File: config.mk
export PLATFORM = sky130hd
export DESIGN_NAME = fifo_uart_tx
export DESIGN_NICKNAME = d
export VERILOG_FILES = /design/src/rtl/fifo_uart_tx.sv
export SDC_FILE = /design/constraint.sdc
export NUM_CORES = 1
export LEC_CHECK = 0
export ABC_AREA = 1
export CAP_MARGIN = 20
export CORE_ASPECT_RATIO = 0.75
export CORE_UTILIZATION = 40
export DETAILED_ROUTE_END_ITERATION = 12
export PLACE_DENSITY = 0.68
export SYNTH_ARGS = -nofsm -noshare
export SYNTH_HDL_FRONTEND = slang
export SYNTH_SLANG_ARGS = --single-unit
File: constraint.sdc
create_clock -name clk -period 1.8 [get_ports clk]
set_clock_uncertainty 0.2 [all_clocks]
set_input_delay 0.27 -clock clk [delete_from_list [all_inputs] [get_ports clk]]
set_output_delay 0.27 -clock clk [all_outputs]
set_load 0.02 [all_outputs]
File: src/rtl/fifo_uart_tx.sv
// rtl/fifo_uart_tx.sv - FIFO drain stage serialising bytes as asynchronous UART frames
//
// Pops bytes from a first-word-fall-through FIFO and sends each as
// start bit, 8 data bits LSB first, optional parity bit, one stop bit.
//
// Ports:
//   clk         system clock
//   rst_n       asynchronous active-low reset
//   enable      permits starting new frames; an active frame always completes
//   fifo_data   FIFO head byte, valid while fifo_empty is low
//   fifo_empty  FIFO empty flag
//   fifo_read   pop strobe to the FIFO (combinational)
//   tx          serial line, idle high, registered
//   busy        high while a frame is in progress
//   frame_done  one-cycle pulse in the last clk of each stop bit
//   bytes_sent  completed frame count, wraps modulo 2^16
module fifo_uart_tx #(
    parameter int unsigned CLKS_PER_BIT = 16,
    parameter bit          PARITY_EN    = 1'b0,
    parameter bit          PARITY_ODD   = 1'b0
) (
    input  logic        clk,
    input  logic        rst_n,
    input  logic        enable,
    input  logic [7:0]  fifo_data,
    input  logic        fifo_empty,
    output logic        fifo_read,
    output logic        tx,
    output logic        busy,
    output logic        frame_done,
    output logic [15:0] bytes_sent
);

    typedef enum logic [2:0] {
        S_IDLE,
        S_START,
        S_DATA,
        S_PARITY,
        S_STOP
    } state_t;

    localparam logic [15:0] LAST_CNT = 16'(CLKS_PER_BIT - 1);

    state_t      state_q, state_d;
    logic [15:0] baud_cnt_q, baud_cnt_d;
    logic [2:0]  bit_idx_q, bit_idx_d;
    logic [7:0]  shift_q, shift_d;
    logic        parity_q, parity_d;
    logic        tx_q, tx_d;
    logic [15:0] bytes_q, bytes_d;

    logic last_tick;
    logic pop;

    assign last_tick = (baud_cnt_q == LAST_CNT);

    // Gated by rst_n so nothing is popped while the block is held in reset.
    assign pop = enable & ~fifo_empty & rst_n &
                 ((state_q == S_IDLE) | ((state_q == S_STOP) & last_tick));

    always_comb begin
        state_d    = state_q;
        baud_cnt_d = (state_q == S_IDLE || last_tick) ? 16'd0 : baud_cnt_q + 16'd1;
        bit_idx_d  = bit_idx_q;
        shift_d    = shift_q;
        parity_d   = parity_q;
        bytes_d    = bytes_q;

        case (state_q)
            S_IDLE: begin
                if (pop) begin
                    state_d  = S_START;
                    shift_d  = fifo_data;
                    parity_d = (^fifo_data) ^ PARITY_ODD;
                end
            end
            S_START: begin
                if (last_tick) begin
                    state_d   = S_DATA;
                    bit_idx_d = 3'd0;
                end
            end
            S_DATA: begin
                if (last_tick) begin
                    shift_d = {1'b0, shift_q[7:1]};
                    if (bit_idx_q == 3'd7) begin
                        bit_idx_d = 3'd0;
                        state_d   = PARITY_EN ? S_PARITY : S_STOP;
                    end else begin
                        bit_idx_d = bit_idx_q + 3'd1;
                    end
                end
            end
            S_PARITY: begin
                if (last_tick) begin
                    state_d = S_STOP;
                end
            end
            S_STOP: begin
                if (last_tick) begin
                    bytes_d = bytes_q + 16'd1;
                    // Back-to-back: the next byte is captured in the same cycle.
                    if (pop) begin
                        state_d  = S_START;
                        shift_d  = fifo_data;
                        parity_d = (^fifo_data) ^ PARITY_ODD;
                    end else begin
                        state_d = S_IDLE;
                    end
                end
            end
            default: begin
                state_d = S_IDLE;
            end
        endcase

        // tx is registered, so it is derived from the state being entered.
        case (state_d)
            S_START:  tx_d = 1'b0;
            S_DATA:   tx_d = shift_d[0];
            S_PARITY: tx_d = parity_d;
            default:  tx_d = 1'b1;
        endcase
    end

    always_ff @(posedge clk or negedge rst_n) begin
        if (!rst_n) begin
            state_q    <= S_IDLE;
            baud_cnt_q <= 16'd0;
            bit_idx_q  <= 3'd0;
            shift_q    <= 8'd0;
            parity_q   <= 1'b0;
            tx_q       <= 1'b1;
            bytes_q    <= 16'd0;
        end else begin
            state_q    <= state_d;
            baud_cnt_q <= baud_cnt_d;
            bit_idx_q  <= bit_idx_d;
            shift_q    <= shift_d;
            parity_q   <= parity_d;
            tx_q       <= tx_d;
            bytes_q    <= bytes_d;
        end
    end

    assign fifo_read  = pop;
    assign tx         = tx_q;
    assign busy       = (state_q != S_IDLE);
    assign frame_done = (state_q == S_STOP) & last_tick;
    assign bytes_sent = bytes_q;

endmodule

==> results.md, run 1 <==
- WP data arrival: roughly 1.6 ns
- Clock Pin Slew Worst Setup and Hold Paths: roughly 0.090 ns
- Critical path class: reg2out
- Crit path cell chain: ha_4 > buf_6 > nand3_4 > nor2_4 > nand2_4 > nand2_4 > nand3_4 > inv_4 > buf_6
- Final cell count without fillers: around 500
- Fin util: between 60% and 70%
- FF+latch count, synth: 48
- Initial antenna violation count: 0
- Setup TNS: -4.03 ns
- Syn nets: 335
- Crit Reg-Reg Startpoint: baud_cnt_q[1]
- Tot GR Track Use: 18.9%
- Die H: 73.3 µm
- Min cycle time layout: between 2 and 2.5 ns
- Worst-case clock buffer depth: 2
- Detailed Routing Iterations Pass 1: 4
- Dpl hpwl: 4.52 mm
- DP Cell Count: 480
- Largest stage delay, worst path: ~0.40 ns
- RSZ-0062 raised after global routing: true
- Slew @ Worst Pin: about 0.63 ns
- Worst Reg2Reg Path Length in Cells: 14
- Share of cells above drive strength 1: between 30% and 40%
- CTS H-tree depth: 2
- Max_cap viols: 0
- I/O pin count: 32
- Max Fanout on Critical Path: 2
- Die width: between 90 and 100 µm
- Via-per-instance ratio: between 4 and 5
- Leakage Power: 1.99 nW
- Crit share post-route: 116%
- Post-Synthesis Cell Area: 2710 µm²
- Global route total overflow: 0
- First-pass GRT wire length: 10.7 mm
- Num rows: 25
- Worst hold path type: reg2reg
- Post-synth EDFFs: 0
- Critical Path RT: approximately 1.3 ns
- Buffers on Ports: 31
- Peak supply drop: about 350 µV
- Worst-Skew Late Latency: about 0.30 ns
- FF-to-FF setup slack: -0.27 ns
- TritonCTS Sinks: between 40 and 50
- CTS root buf: clkbuf_8
- Vias in the first global route: between 2000 and 2500
- Main synth FF type: dfrtp_1
- Library cells used by synthesis: 37
- Worst hold start: shift_q[2]
- Power per cell area: 767 nW/µm²
- Status: finished, violations left
- Crit. Startpoint: baud_cnt_q[1]
- Crit path launch type: register
- Final slew viol count: 0
- Asr flop ratio synth: 100%
- Cell count after synthesis: 319
- Most common cell after layout, fill and taps aside: nand2_1
- ANT cells: 0
- Core region area: around 6400 µm²
- Total CTS buffers: 5
- Worst setup EP type: primary output
- Failing checks: negative setup slack
- Max Fclk: about 0.48 GHz
- Routed vias: 2506
- Initial Util: 42.2%
- Final worst slack: -0.287 ns
- Pin count of the biggest net entering global routing: 49
- WHS Endpoint: shift_q[1]
- Overall die area: 7110 µm²
- Max transition margin: between 50% and 60%
- Fin. Hold Viols: 0
- DRC: 0
- Post-DR wirelength/cell: ~14 µm
- Wirelength, routed: a little under 7 mm
- Final setup fails: 40
- DRT iter0 DRCs: about 170
- RePlAce Congestion: ~0.87
- Most frequent cells in the layout: 60 x nand2_1, 56 x buf_4, 46 x dfrtp_1
- Seq/Total Area, Yosys: 44.4%
- Area Growth Syn to Fin: 49.7%
- Syn_area_per_cell: around 8.5 µm²
- DRT antenna net count: 0
- Reg2reg end: baud_cnt_q[12]
- Hold path cells: 2
- Warning count from the yosys run: 0
- Slowest-stage cell, CP: dfrtp_1
- Layout Nets: between 400 and 500
- CTS tree: done
[through the flow]
stage / setup slack (ns) / instance area, µm² / total power [mW] / hold WS (ns)
final: -0.287 / 4050 / 3.11 / 0.306
after global routing: -0.401 / 4050 / 3.30 / 0.339
after CTS: -0.251 / 3650 / 2.78 / 0.308
after detailed placement: -0.446 / 3500 / 2.10 / 0.291
after global placement: -0.430 / 3500 / 2.08 / 0.281
after floorplan: 0.000142 / 2720 / 1.76 / -0.226
[report_power, final]
| group | leakage [nW] | switching, mW | internal, mW | total [mW] |
|---|---|---|---|---|
| Sequential | 0.650 | 0.0922 | 1.21 | 1.30 |
| Combinational | 1.29 | 0.628 | 0.526 | 1.15 |
| Clock | 0.0479 | 0.380 | 0.272 | 0.652 |
[synth_stat cells (3+ instances only)]
cell,number,area [µm²]
nand4_1,6,37.5
ha_1,4,50.1
inv_2,4,15.0
nor2_4,5,56.3
xor2_1,10,87.6
dfrtp_1,47,1180
nor4_1,5,31.3
a21oi_1,3,15.0
inv_1,39,146
o21ai_0,6,30.0
o211ai_1,6,45.0
nor2_1,38,143
nand2_1,70,263
xnor2_1,16,140
nand3_1,14,70.1
nor3b_1,4,30.0
nor3_1,7,35.0
nand2_2,6,37.5
nor2_2,5,31.3
[worst max-delay path, delay by kind of cell, from the launching register on]
kind | cells | cell delay (ns)
adders and majority gates | 1 | 0.17
buffers and inverters | 3 | 0.28
DFF | 1 | 0.40
and+or+nand+nor | 5 | 0.46
[layout make-up]
type | instances | area [µm²]
Clock inverter | 3 | 18.8
Clock buffer | 5 | 68.8
Tap cell | 81 | 101
Inverter | 44 | 185
Multi-Input combinational cell | 224 | 1620
Fill cell | 522 | 2360
Timing Repair Buffer | 97 | 855
Sequential cell | 48 | 1200
[logic make-up (layout without fill, tap and decap cells)]
group,after synthesis,after routing,synth area share (%)
AO/OA/AOI/OAI,23,23,6.10
AND/OR/NAND/NOR,171,171,32.0
XOR/XNOR,26,26,8.41
adder cells (fa/ha/maj),4,4,1.85
buffers and inverters,47,149,7.30
flip-flops,48,48,44.4
[metal layers]
metal  GRT usage, %  vias to the layer above  wire length, µm
met3           4.76                       10              295
met1           24.1                     1195             3140
met2           33.5                       76             3320
met5              0                        -                0
li1               -                     1225                -
met4           2.99                        0               83
[state kept, by name (all words and copies together), names as in the netlist]
register    cells
tx              1
parity_q        1
bit_idx_q       3
baud_cnt_q     16
state_q         3
shift_q         8
bytes_sent     16
[repair_timing]
item / 4_1_cts / 5_1_grt
hold endpoints to repair: 47 / 0
setup buffers: 4 / 10
hold buffers: 1 / 0
resized for setup: 47 / 78
endpoints found under the setup margin: 46 / 41
cloned: 0 / 1
pin swaps: 7 / 27
[worst max path at each step]
stage,slack [ns],endpoint
after detailed placement,-0.45,fifo_read
after CTS,-0.25,baud_cnt_q[12]
final,-0.29,fifo_read
after global placement,-0.43,fifo_read
after floorplan,0.0001,bytes_sent[11]
after global routing,-0.40,baud_cnt_q[12]
Note: power is estimated with default switching activity, not from simulation.
==> run 2, diff against run 1 <==
Settings changed: RECOVER_POWER from default to 50.
==> run 2 against run 1 <==
  * The run still ends with negative setup slack left
  * Clock power is essentially flat
  * Die area is the same
  * Critical path depth is the same
  * Largest power group unchanged
  * Count of clock-buffer cells in the layout is the same
==> results.md, run 2 (same netlist as run 1, synthesis figures left out) <==
- Routed vias: ~2500
- Area Growth Syn to Fin: 49.6%
- Crit path cell chain: ha_4 > buf_6 > nand3_4 > nor2_4 > nand2_4 > nand2_4 > nand3_4 > inv_4 > buf_6
- Num rows: 25
- DR WL met2: ~3.3 mm
- Hold path cells: 2
- Largest stage delay, worst path: ~0.4 ns
- CP bufs+invs: 3
- Max_cap viols: 0
- Status: finished, violations left
- Area of the multi-input gates: approximately 1600 µm²
- Detailed Routing Iterations Pass 1: 5
- Via-per-instance ratio: about 5
- Max Fanout on Critical Path: 2
- Metal3 WL: 293 µm
- Overall die area: a little over 7000 µm²
- Buffers on Ports: 31
- Wirelength, routed: just under 7 mm
- DRT antenna net count: 0
- Post-DR wirelength/cell: 13.6 µm
- First-pass GRT wire length: around 11 mm
- Dpl hpwl: between 4 and 5 mm
- Failing checks: negative setup slack
- DP Cell Count: 480
- Fin util: between 60% and 70%
- Max transition margin: a little over half
- RSZ-0062 raised after global routing: true
- Total CTS buffers: 5
- Crit path launch type: register
- Worst setup EP type: primary output
- Finished Cell Area: approximately 4100 µm²
- Top Family by Delay on Critical Path: simple AND/OR/NAND/NOR gates
- Post-Place Cell Area: around 3500 µm²
- Worst Reg2Reg Path Length in Cells: 14
- Initial Util: a little over two fifths
- Die H: roughly 73 µm
- Most frequent cells in the layout: 60 x nand2_1, 55 x buf_4, 46 x dfrtp_1
- Worst hold path type: reg2reg
- Final cell count without fillers: approximately 500
- Critical path depth in cells: 9
- Worst-Skew Late Latency: 0.30 ns
- Routed length on met1: around 3.1 mm
- Tot GR Track Use: about a fifth
- RePlAce Congestion: between 0.8 and 0.9
- Vias in the first global route: between 2000 and 2500
- # fillers: about 520
- ANT cells: 0
- Pin count of the biggest net entering global routing: between 40 and 50
- DRT iter0 DRCs: ~170
- CTS tree: done
- Peak supply drop: approximately 350 µV
- Final setup fails: 41
- CTS H-tree depth: 2
- Initial antenna violation count: 0
- DRC: 0
- Core region area: around 6400 µm²
- Share of cells above drive strength 1: 37.3%
- Power per cell area: 766 nW/µm²
- Min cycle time layout: 2.09 ns
- Global route total overflow: 0
- I/O pin count: 32
- Clock Pin Slew Worst Setup and Hold Paths: roughly 0.090 ns
- Slowest-stage cell, CP: dfrtp_1
- Critical path class: reg2out
- Layout Nets: between 400 and 500
- Max Fclk: 0.479 GHz
- Die width: ~97 µm
- Post-route total power: approximately 3.1 mW
- Crit share post-route: 116%
- CTS root buf: clkbuf_8
- Most common cell after layout, fill and taps aside: nand2_1
- Register area: 1200 µm²
- FF-to-FF setup slack: -0.28 ns
- Min Hold Slack: 0.306 ns
- Leakage Power: 1.99 nW
- Worst-case clock buffer depth: 2
- WP data arrival: between 1.5 and 2 ns
- TritonCTS Sinks: between 40 and 50
- Final worst slack: -0.287 ns
- Critical Path RT: between 1 and 1.5 ns
- Slew @ Worst Pin: ~0.68 ns
- Fin. Hold Viols: 0
- Highest routed layer: met4
- Final slew viol count: 0
## run 2: through the flow
step / TNS (ns) / setup slack [ns]
after floorplan: 0 / 0.000142
after global placement: -3.04 / -0.430
after detailed placement: -3.58 / -0.446
after CTS: -1.93 / -0.251
after global routing: -8.90 / -0.401
final: -4.04 / -0.287
## run 2: power breakdown
part / switching, mW / internal (mW) / total, mW
Sequential: 0.0922 / 1.21 / 1.30
Clock: 0.378 / 0.272 / 0.650
Combinational: 0.628 / 0.525 / 1.15
Total: 1.10 / 2.01 / 3.11
## run 2: final cells by class
cell class	instances	share of cell area, %
Timing Repair Buffer	97	21.1
Clock inverter	3	0.463
Inverter	44	4.57
Multi-Input combinational cell	224	40.0
Sequential cell	48	29.7
Clock buffer	5	1.70
Tap cell	81	2.50
## run 2: routing by layer
layer	GRT usage, %	vias up
met3	4.76	9
met4	2.99	0
li1	-	1225
met5	0	-
met2	33.5	70
met1	24.1	1200
## run 2: timing repair
item                                   4_1_cts  5_1_grt
endpoints found under the hold margin       47        0
hold buffers                                 1        0
setup endpoints to repair                   46       41
buffers inserted                             4       10
gates resized for setup                     47       78
pin swaps                                    7       27
cloned                                       0        1
## run 2: path summary, 6_finish.rpt
| path | from | to |
|---|---|---|
| max in group asynchronous | rst_n | baud_cnt_q[2] |
| min in group asynchronous | rst_n | bytes_sent[8] |
| hold / removal | shift_q[2] | shift_q[1] |
| setup / recovery | baud_cnt_q[1] | fifo_read |
| setup reg to reg | baud_cnt_q[1] | baud_cnt_q[12] |
| hold reg to reg | shift_q[2] | shift_q[1] |
## run 2: tightest hold or removal path: cells and delay by family (launching register included)
kind            cells  cell delay [ns]
flops               1             0.35
simple gates        1             0.05
compound gates      1             0.07
